===== src/rtl/tick_rate_detector.sv =====
// Recovers the speed setting of a rate-divider tick stream: measures tick-to-tick
// periods, classifies them against the four nominals and locks after MATCH_COUNT agreeing periods.
module tick_rate_detector #(
  parameter int divisor     = 1,
  parameter int TOL         = 4,
  parameter int MATCH_COUNT = 3,
  parameter int TIMEOUT     = 100000000 / divisor
) (
  input  logic        CLOCK_50,
  input  logic        reset,
  input  logic        tick,
  output logic [1:0]  speedSelect,
  output logic        locked,
  output logic [26:0] period,
  output logic        lockPulse
);
  localparam int N1 = 12500000 / divisor;
  localparam int N2 = 25000000 / divisor;
  localparam int N3 = 50000000 / divisor;

  typedef enum logic [1:0] {S_IDLE, S_MEASURE, S_LOCKED} state_t;

  state_t      r_state, w_state;
  logic [26:0] r_cnt, w_cnt;
  logic [1:0]  r_cand, w_cand;
  logic [2:0]  r_mc, w_mc, w_mc_up;
  logic [1:0]  w_spd;
  logic        w_locked, w_lp;
  logic [26:0] w_per;
  logic [1:0]  w_cls;
  logic        w_cls_vld;

  function automatic logic near(input logic [26:0] p, input int n);
    int d;
    d = int'({5'd0, p}) - n;
    return (d <= TOL) && (d >= -TOL);
  endfunction

  // Classify the running count as the period of a tick arriving this cycle; lowest code wins on overlap.
  always_comb begin
    w_cls     = 2'd0;
    w_cls_vld = 1'b1;
    if (r_cnt == 27'd1)   w_cls = 2'd0;
    else if (near(r_cnt, N1)) w_cls = 2'd1;
    else if (near(r_cnt, N2)) w_cls = 2'd2;
    else if (near(r_cnt, N3)) w_cls = 2'd3;
    else w_cls_vld = 1'b0;
  end

  always_comb begin
    w_state  = r_state;
    w_cnt    = (r_cnt == '1) ? r_cnt : r_cnt + 27'd1;
    w_cand   = r_cand;
    w_mc     = r_mc;
    w_mc_up  = (w_cls == r_cand) ? r_mc + 3'd1 : 3'd1;
    w_spd    = speedSelect;
    w_locked = locked;
    w_per    = period;
    w_lp     = 1'b0;
    case (r_state)
      S_IDLE: begin
        w_cnt = '0;
        if (tick) begin
          w_state = S_MEASURE;
          w_cnt   = 27'd1;
        end
      end
      S_MEASURE: begin
        if (tick) begin
          w_cnt = 27'd1;
          w_per = r_cnt;
          if (w_cls_vld) begin
            w_cand = w_cls;
            w_mc   = w_mc_up;
            if (w_mc_up == 3'(MATCH_COUNT)) begin
              w_state  = S_LOCKED;
              w_spd    = w_cls;
              w_locked = 1'b1;
              w_lp     = 1'b1;
            end
          end else begin
            w_mc = '0;
          end
        end else if (r_cnt == 27'(TIMEOUT)) begin
          w_state  = S_IDLE;
          w_cnt    = '0;
          w_mc     = '0;
          w_locked = 1'b0;
        end
      end
      S_LOCKED: begin
        if (tick) begin
          w_cnt = 27'd1;
          w_per = r_cnt;
          if (!(w_cls_vld && w_cls == speedSelect)) begin
            w_state  = S_MEASURE;
            w_locked = 1'b0;
            w_mc     = '0;
            if (w_cls_vld) begin
              w_cand = w_cls;
              w_mc   = 3'd1;
            end
          end
        end else if (r_cnt == 27'(TIMEOUT)) begin
          w_state  = S_IDLE;
          w_cnt    = '0;
          w_mc     = '0;
          w_locked = 1'b0;
        end
      end
      default: w_state = S_IDLE;
    endcase
  end

  always_ff @(posedge CLOCK_50) begin
    if (!reset) begin
      r_state     <= S_IDLE;
      r_cnt       <= '0;
      r_cand      <= '0;
      r_mc        <= '0;
      speedSelect <= '0;
      locked      <= 1'b0;
      period      <= '0;
      lockPulse   <= 1'b0;
    end else begin
      r_state     <= w_state;
      r_cnt       <= w_cnt;
      r_cand      <= w_cand;
      r_mc        <= w_mc;
      speedSelect <= w_spd;
      locked      <= w_locked;
      period      <= w_per;
      lockPulse   <= w_lp;
    end
  end
endmodule


===== config.mk =====
export PLATFORM = sky130hd
export DESIGN_NAME = tick_rate_detector
export DESIGN_NICKNAME = d
export VERILOG_FILES = /design/src/rtl/tick_rate_detector.sv
export SDC_FILE = /design/constraint.sdc
export NUM_CORES = 1
export LEC_CHECK = 0
export CAP_MARGIN = 20
export CORE_MARGIN = 4
export CORE_UTILIZATION = 45
export CTS_BUF_LIST = sky130_fd_sc_hd__clkbuf_8 sky130_fd_sc_hd__clkbuf_16
export DETAILED_ROUTE_END_ITERATION = 12
export PLACE_DENSITY = 0.7
export SLEW_MARGIN = 20
export SYNTH_ARGS = -nofsm -noshare
export SYNTH_HDL_FRONTEND = slang
export SYNTH_SLANG_ARGS = --single-unit

===== constraint.sdc =====
create_clock -name CLOCK_50 -period 4.26 [get_ports CLOCK_50]
set_input_delay 0.852 -clock CLOCK_50 [delete_from_list [all_inputs] [get_ports CLOCK_50]]
set_output_delay 0.852 -clock CLOCK_50 [all_outputs]
set_load 0.05 [all_outputs]

======== Word-level counts from Yosys, hierarchy flattened ========
Cells that the tools add are included.
cells by class
  $add $sub $neg .......................... 5
  $lt $le $gt $ge ......................... 6
  equality and inequality tests ........... 15
  mux-type cells .......................... 42
  reduce and logical (&&, ||, !) cells .... 14
operators with widths
  cell                                                                               number
  28-bit by 3-bit >= comparator with 1-bit output, second input constant             3
  28-bit by 4-bit less-or-equal comparator with 1-bit output, second input constant  3
  27-bit two-way mux                                                                 3
  27-bit equality test, second input constant                                        2
  27-bit one-hot mux with 2 select lines                                             1
  2-bit two-way mux                                                                  15
  27-bit by 24-bit subtractor with 28-bit output, second input constant              1
  27-bit by 25-bit subtractor with 28-bit output, second input constant              1
  27-bit by 26-bit subtractor with 28-bit output, second input constant              1
  27-bit by 1-bit adder with 27-bit output, second input constant                    1
  27-bit by 1-bit equality test with 1-bit output, second input constant             1
  4-bit AND reduction                                                                5
  3-bit two-way mux                                                                  6
  1-bit two-way mux                                                                  13
  3-bit != test, second input constant                                               3
  2-bit != test, second input constant                                               4
  2-bit one-hot mux with 3 select lines                                              1
  3-bit one-hot mux with 2 select lines                                              1
  2-bit equality test                                                                2
  1-bit logical AND                                                                  4
  2-bit one-hot mux with 2 select lines                                              1
  2-bit AND reduction                                                                2
  3-bit by 1-bit adder with 3-bit output, second input constant                      1
  3-bit by 2-bit equality test with 1-bit output, second input constant              1
  6 further kinds                                                                    6
storage, ports and cells
  register bits after elaboration ......... 65
  input port bits ......................... 3
  output and inout port bits .............. 31
  logic and storage cells ................. 90

======== Logic depth before layout (Yosys ltp) ========
  word-level depth ........................ 14
  mapped depth ............................ 17
  gate-level depth less buffers ........... 13

======== Least setup slack after synthesis ========
OpenSTA, ideal clock, no wires.
  path kind ............................... register to register
  start ................................... reg r_cnt[8]
  end ..................................... reg speedSelect[0]
  data arrival time ....................... 4125 ps
  slack ................................... 72 ps
  stages on the path, launching flop included .. 17
  cells stage by stage .................... dfxtp_1 -> buf_2 -> buf_1 -> inv_1 -> ha_1 -> buf_2 -> and3b_1 -> clkbuf_1 -> nor4_1 -> o311ai_1 -> or4_1 -> or4_1 -> o2111ai_2 -> xor2_1 -> or4_4 -> mux2_4 -> nor2_2
between the ends
  cells in the longest elaborated chain, start to end .. 11
  elaborated cells on any way between the ends .. 25
ends and longest elaborated chain
  element                                                                                                                        RTL line  text
  from (decl)                                                                                                                    24        logic [26:0] r_cnt, w_cnt;
  from (signal assigned)                                                                                                         127       r_cnt <= w_cnt;
  27-bit by 26-bit subtractor with 28-bit output                                                                                 35        d = int'({5'd0, p}) - n;
  28-bit by 4-bit less-or-equal comparator with 1-bit output or 28-bit by 3-bit >= comparator with 1-bit output (tied branches)  36        return (d <= TOL) && (d >= -TOL);
  1-bit logical AND                                                                                                              36
  2-bit two-way mux                                                                                                              46        else if (near(r_cnt, N3)) w_cls = 2'd3;
  2-bit two-way mux                                                                                                              45        else if (near(r_cnt, N2)) w_cls = 2'd2;
  2-bit two-way mux                                                                                                              44        else if (near(r_cnt, N1)) w_cls = 2'd1;
  2-bit two-way mux                                                                                                              43        if (r_cnt == 27'd1) w_cls = 2'd0;
  2-bit equality test                                                                                                            55        w_mc_up = (w_cls == r_cand) ? r_mc + 3'd1 : 3'd1;
  3-bit two-way mux                                                                                                              55
  3-bit by 2-bit equality test with 1-bit output                                                                                 75        if (w_mc_up == 3'(MATCH_COUNT)) begin
  4-bit AND reduction (no line)                                                                                                  -
  to (signal assigned)                                                                                                           130       speedSelect <= w_spd;
  to (decl)                                                                                                                      12        output logic [1:0] speedSelect,
Parallel ways exist; a longest one is shown, timed or not.
A chain may end at the register's enable or synchronous reset.

======== Final worst setup path ========
  start ................................... reg r_cnt[7]
  end ..................................... reg speedSelect[0]
The elaborated chain is that of the path after synthesis.

==> parameters.txt <==
Parameter                              Value

Synth
  Complex-gate fraction of the synthesized area    21.4%
  XOR/XNOR Fraction of Synth Area    7.71%
  Share of synthesized area occupied by flip-flops and latches    23.9%
  Netlist Area Pre-Place    5450 um2
  Simple logic cell fraction of the synthesized area    35.4%
  Synthesized netlist cell count    765
  Commonest register cell after synthesis    sky130_fd_sc_hd__dfxtp_1
  Number of synthesized register bits    65
  Combinational family with the most area after synthesis    simple AND/OR/NAND/NOR gates
  Average footprint of a synthesized cell    7.13 um2
  Yosys cell types    80
  Fraction of registers with async set/reset    0%
  Yosys warnings    0
  Synth Net Count    780
  Multiplexer fraction of the synthesized cell area    1.95%
  Post-synth EDFFs    0
  Synth Area in Adders    2.75%

Critical path
  Reg-to-reg startpoint    r_cnt[7]
  Biggest fanout along the worst timing path    8
  WP data arrival    4340 ps
  Kind of capture point of the worst setup path    register
  Required time reported for the critical path endpoint    4530 ps
  Source of the critical timing path    r_cnt[7]
  Kind of start point of the critical path    register
  Category of the most critical setup path    register to register

STA
  Final Hold Vio Count    0
  Post-layout min period    4070 ps
  Unrepaired setup endpoints after global routing    false
  Setup total negative slack    0 ps
  Top achievable clock speed    246 MHz
  Final Max Tran Viols    0
  Final setup violating endpoints    0
  Worst setup skew after layout    4.03 ps
  Headroom to the max-slew limit    39.7%
  Worst Tran Pin Value    904 ps
  Final Cycle Share    95.5%

Outcome
  Status    completed

Clock network
  TritonCTS Buffers    9
  TritonCTS clock tree    yes
  CTS Root Buffer Type    sky130_fd_sc_hd__clkbuf_16
  Total clock sinks    65
  Count of H-tree levels built during CTS    3
  CTS hold repair buffers    0
  Clock Latency Late Sink    330 ps
  Clock transition time at the flip-flop clock pins of the worst setup and hold paths    50 ps
  Buffer depth of the longest clock path    2

Global route
  Wire length of the first global-routing pass    30800 um
  Number of global-route vias before repair    5959
  Pin count of the biggest net entering global routing    38
  Congestion Overflow GR    0
  Overall track demand over capacity in global routing    26.7%
  Initial antenna violation count    0

Power
  VDD IR max    0.254 mV
  Total power density per cell area    227 nW/um2
  Overall power consumption    1.45 mW
  Leak pwr    2.16 nW

Routing
  Number of vias per cell after detailed routing    6.68
  Pre-antenna DRT Iters    7
  Post-DRT Antenna Nets    0
  Total Routed Length    19300 um
  Number of design-rule violations left by the first detailed-router iteration    834
  Total number of vias    6302
  Number of design rule violations left after detail routing    0
  Detailed-route wire length per cell    20.4 um

Floorplan
  Initial Util    46.8%
  Core footprint    11700 um2
  Boundary pin count    34
  Floorplan die height    118 um
  Site Rows    39
  Die Area    13900 um2
  Die boundary width    118 um

Final layout
  Multi-input combinational cell area    3800 um2
  Area grow syn2layout    17.4%
  Most frequent standard cell in the layout excluding fill and tap cells    sky130_fd_sc_hd__nand2_1
  Register Area    1310 um2
  Count of antenna diodes in the layout    0
  Final net count    812
  Final Non-Filler Cells    944
  Fraction of final layout cells sized beyond drive strength 1    13.4%
  Util after Layout    54.9%
  Commonest non-fill, non-tap cells in the layout    sky130_fd_sc_hd__nand2_1 (104), sky130_fd_sc_hd__nor2_1 (64), sky130_fd_sc_hd__dfxtp_1 (60)
  Fill cell total of the finished layout    1128

Place
  DP Wirelength    14400 um
  Number of cells after detailed placement    928
  Final weighted congestion of routability-driven global placement    1.01
  Input/output buffers    33

Min path
  Hold Path Class    register to register
  Critical hold path startpoint    period[1]

Flow run
  Count of maximum capacitance violations    0
==> area by class of cell <==
class                   instances  area share (%)
repair buffers                 87            11.5
multi-input cells             610            59.4
inverters                      24            1.41
clock buffers                   9            3.52
flip-flops and latches         65            20.4
clock inverters                 6           0.938
well taps                     143            2.80
==> cells by family after synthesis <==
| kind of cell | count (synthesis) |
|---|---|
| simple gates | 372 |
| fa+ha+maj | 12 |
| compound gates | 169 |
| xor+xnor | 48 |
| mux | 9 |
| flops | 65 |
| buf+inv | 90 |
==> worst max-delay path, cell delays in order (launching register included) <==
cell and delay [ps]:
sky130_fd_sc_hd__dfxtp_1 310, sky130_fd_sc_hd__inv_1 130, sky130_fd_sc_hd__ha_2 310, sky130_fd_sc_hd__nand3b_1 100, sky130_fd_sc_hd__buf_4 170, sky130_fd_sc_hd__a2111oi_2 420, sky130_fd_sc_hd__o311ai_1 150, sky130_fd_sc_hd__or4_1 560
sky130_fd_sc_hd__or4_1 600, sky130_fd_sc_hd__o2111ai_2 170, sky130_fd_sc_hd__xor2_1 150, sky130_fd_sc_hd__or4_4 540, sky130_fd_sc_hd__mux2_4 320, sky130_fd_sc_hd__nor2_2 80
==> power breakdown <==
group | switching (mW) | total, mW | internal [mW] | leakage (nW)
registers | 0.00747 | 0.621 | 0.613 | 0.526
logic | 0.0801 | 0.116 | 0.0359 | 1.50
clock network | 0.268 | 0.714 | 0.446 | 0.137
total | 0.356 | 1.45 | 1.09 | 2.16
==> per-stage QoR <==
stage	cell area, um2	hold slack [ps]	setup WS [ps]
6_report	6400	456	190
5_1_grt	6400	479	7.81
4_1_cts	6360	456	50.5
3_5_place_dp	6080	449	80.8
3_3_place_gp	6080	447	208
2_1_floorplan	5450	457	71.9
==> flip-flops by register name, summed over array words and instances, names as in the netlist <==
register / cells
r_state: 2
r_cand: 2
locked: 1
lockPulse: 1
period: 27
speedSelect: 2
r_mc: 3
r_cnt: 27
==> metal layers <==
layer | global-route usage [%] | share of wire [%] | up-vias
li1 | - | - | 2850
met1 | 33.9 | 41 | 2990
met2 | 43.3 | 45 | 390
met3 | 6.73 | 9.9 | 72
met4 | 10.1 | 3.7 | 0
met5 | 0 | 0 | -
==> final timing paths <==
path                                        to  slack [ps]  cells after the start
worst max-delay path            speedSelect[0]         190                     13
worst min-delay path                 period[1]         460                      2
worst max register to register  speedSelect[0]         190                     13
worst min register to register       period[1]         460                      2
==> synth_stat cells (6+ instances only) <==
library cell	n	area, um2
sky130_fd_sc_hd__or3_1	7	43.8
sky130_fd_sc_hd__a31oi_1	7	43.8
sky130_fd_sc_hd__o31ai_1	6	45.0
sky130_fd_sc_hd__buf_2	18	90.1
sky130_fd_sc_hd__and2_1	10	62.6
sky130_fd_sc_hd__o21ai_0	27	135
sky130_fd_sc_hd__xnor2_1	30	263
sky130_fd_sc_hd__nand3_1	30	150
sky130_fd_sc_hd__nor2b_1	8	50.1
sky130_fd_sc_hd__nor3_1	44	220
sky130_fd_sc_hd__clkbuf_1	37	139
sky130_fd_sc_hd__inv_1	20	75.1
sky130_fd_sc_hd__a21oi_1	55	275
sky130_fd_sc_hd__o21a_1	6	45.0
sky130_fd_sc_hd__or4_1	9	67.6
sky130_fd_sc_hd__ha_1	12	150
sky130_fd_sc_hd__xor2_1	18	158
sky130_fd_sc_hd__nor2_1	64	240
sky130_fd_sc_hd__nor4_1	19	119
sky130_fd_sc_hd__nand4_1	23	144
sky130_fd_sc_hd__nor4b_1	6	52.6
sky130_fd_sc_hd__nand2_1	104	390
sky130_fd_sc_hd__buf_1	9	33.8
sky130_fd_sc_hd__dfxtp_1	65	1300
sky130_fd_sc_hd__and3_1	10	62.6
==> timing repair <==
action | in CTS | in global routing
gates resized for setup | 0 | 11
endpoints found under the setup margin | 0 | 9
setup buffers | 0 | 1
No activity file was read; power rests on OpenSTA's default activity.
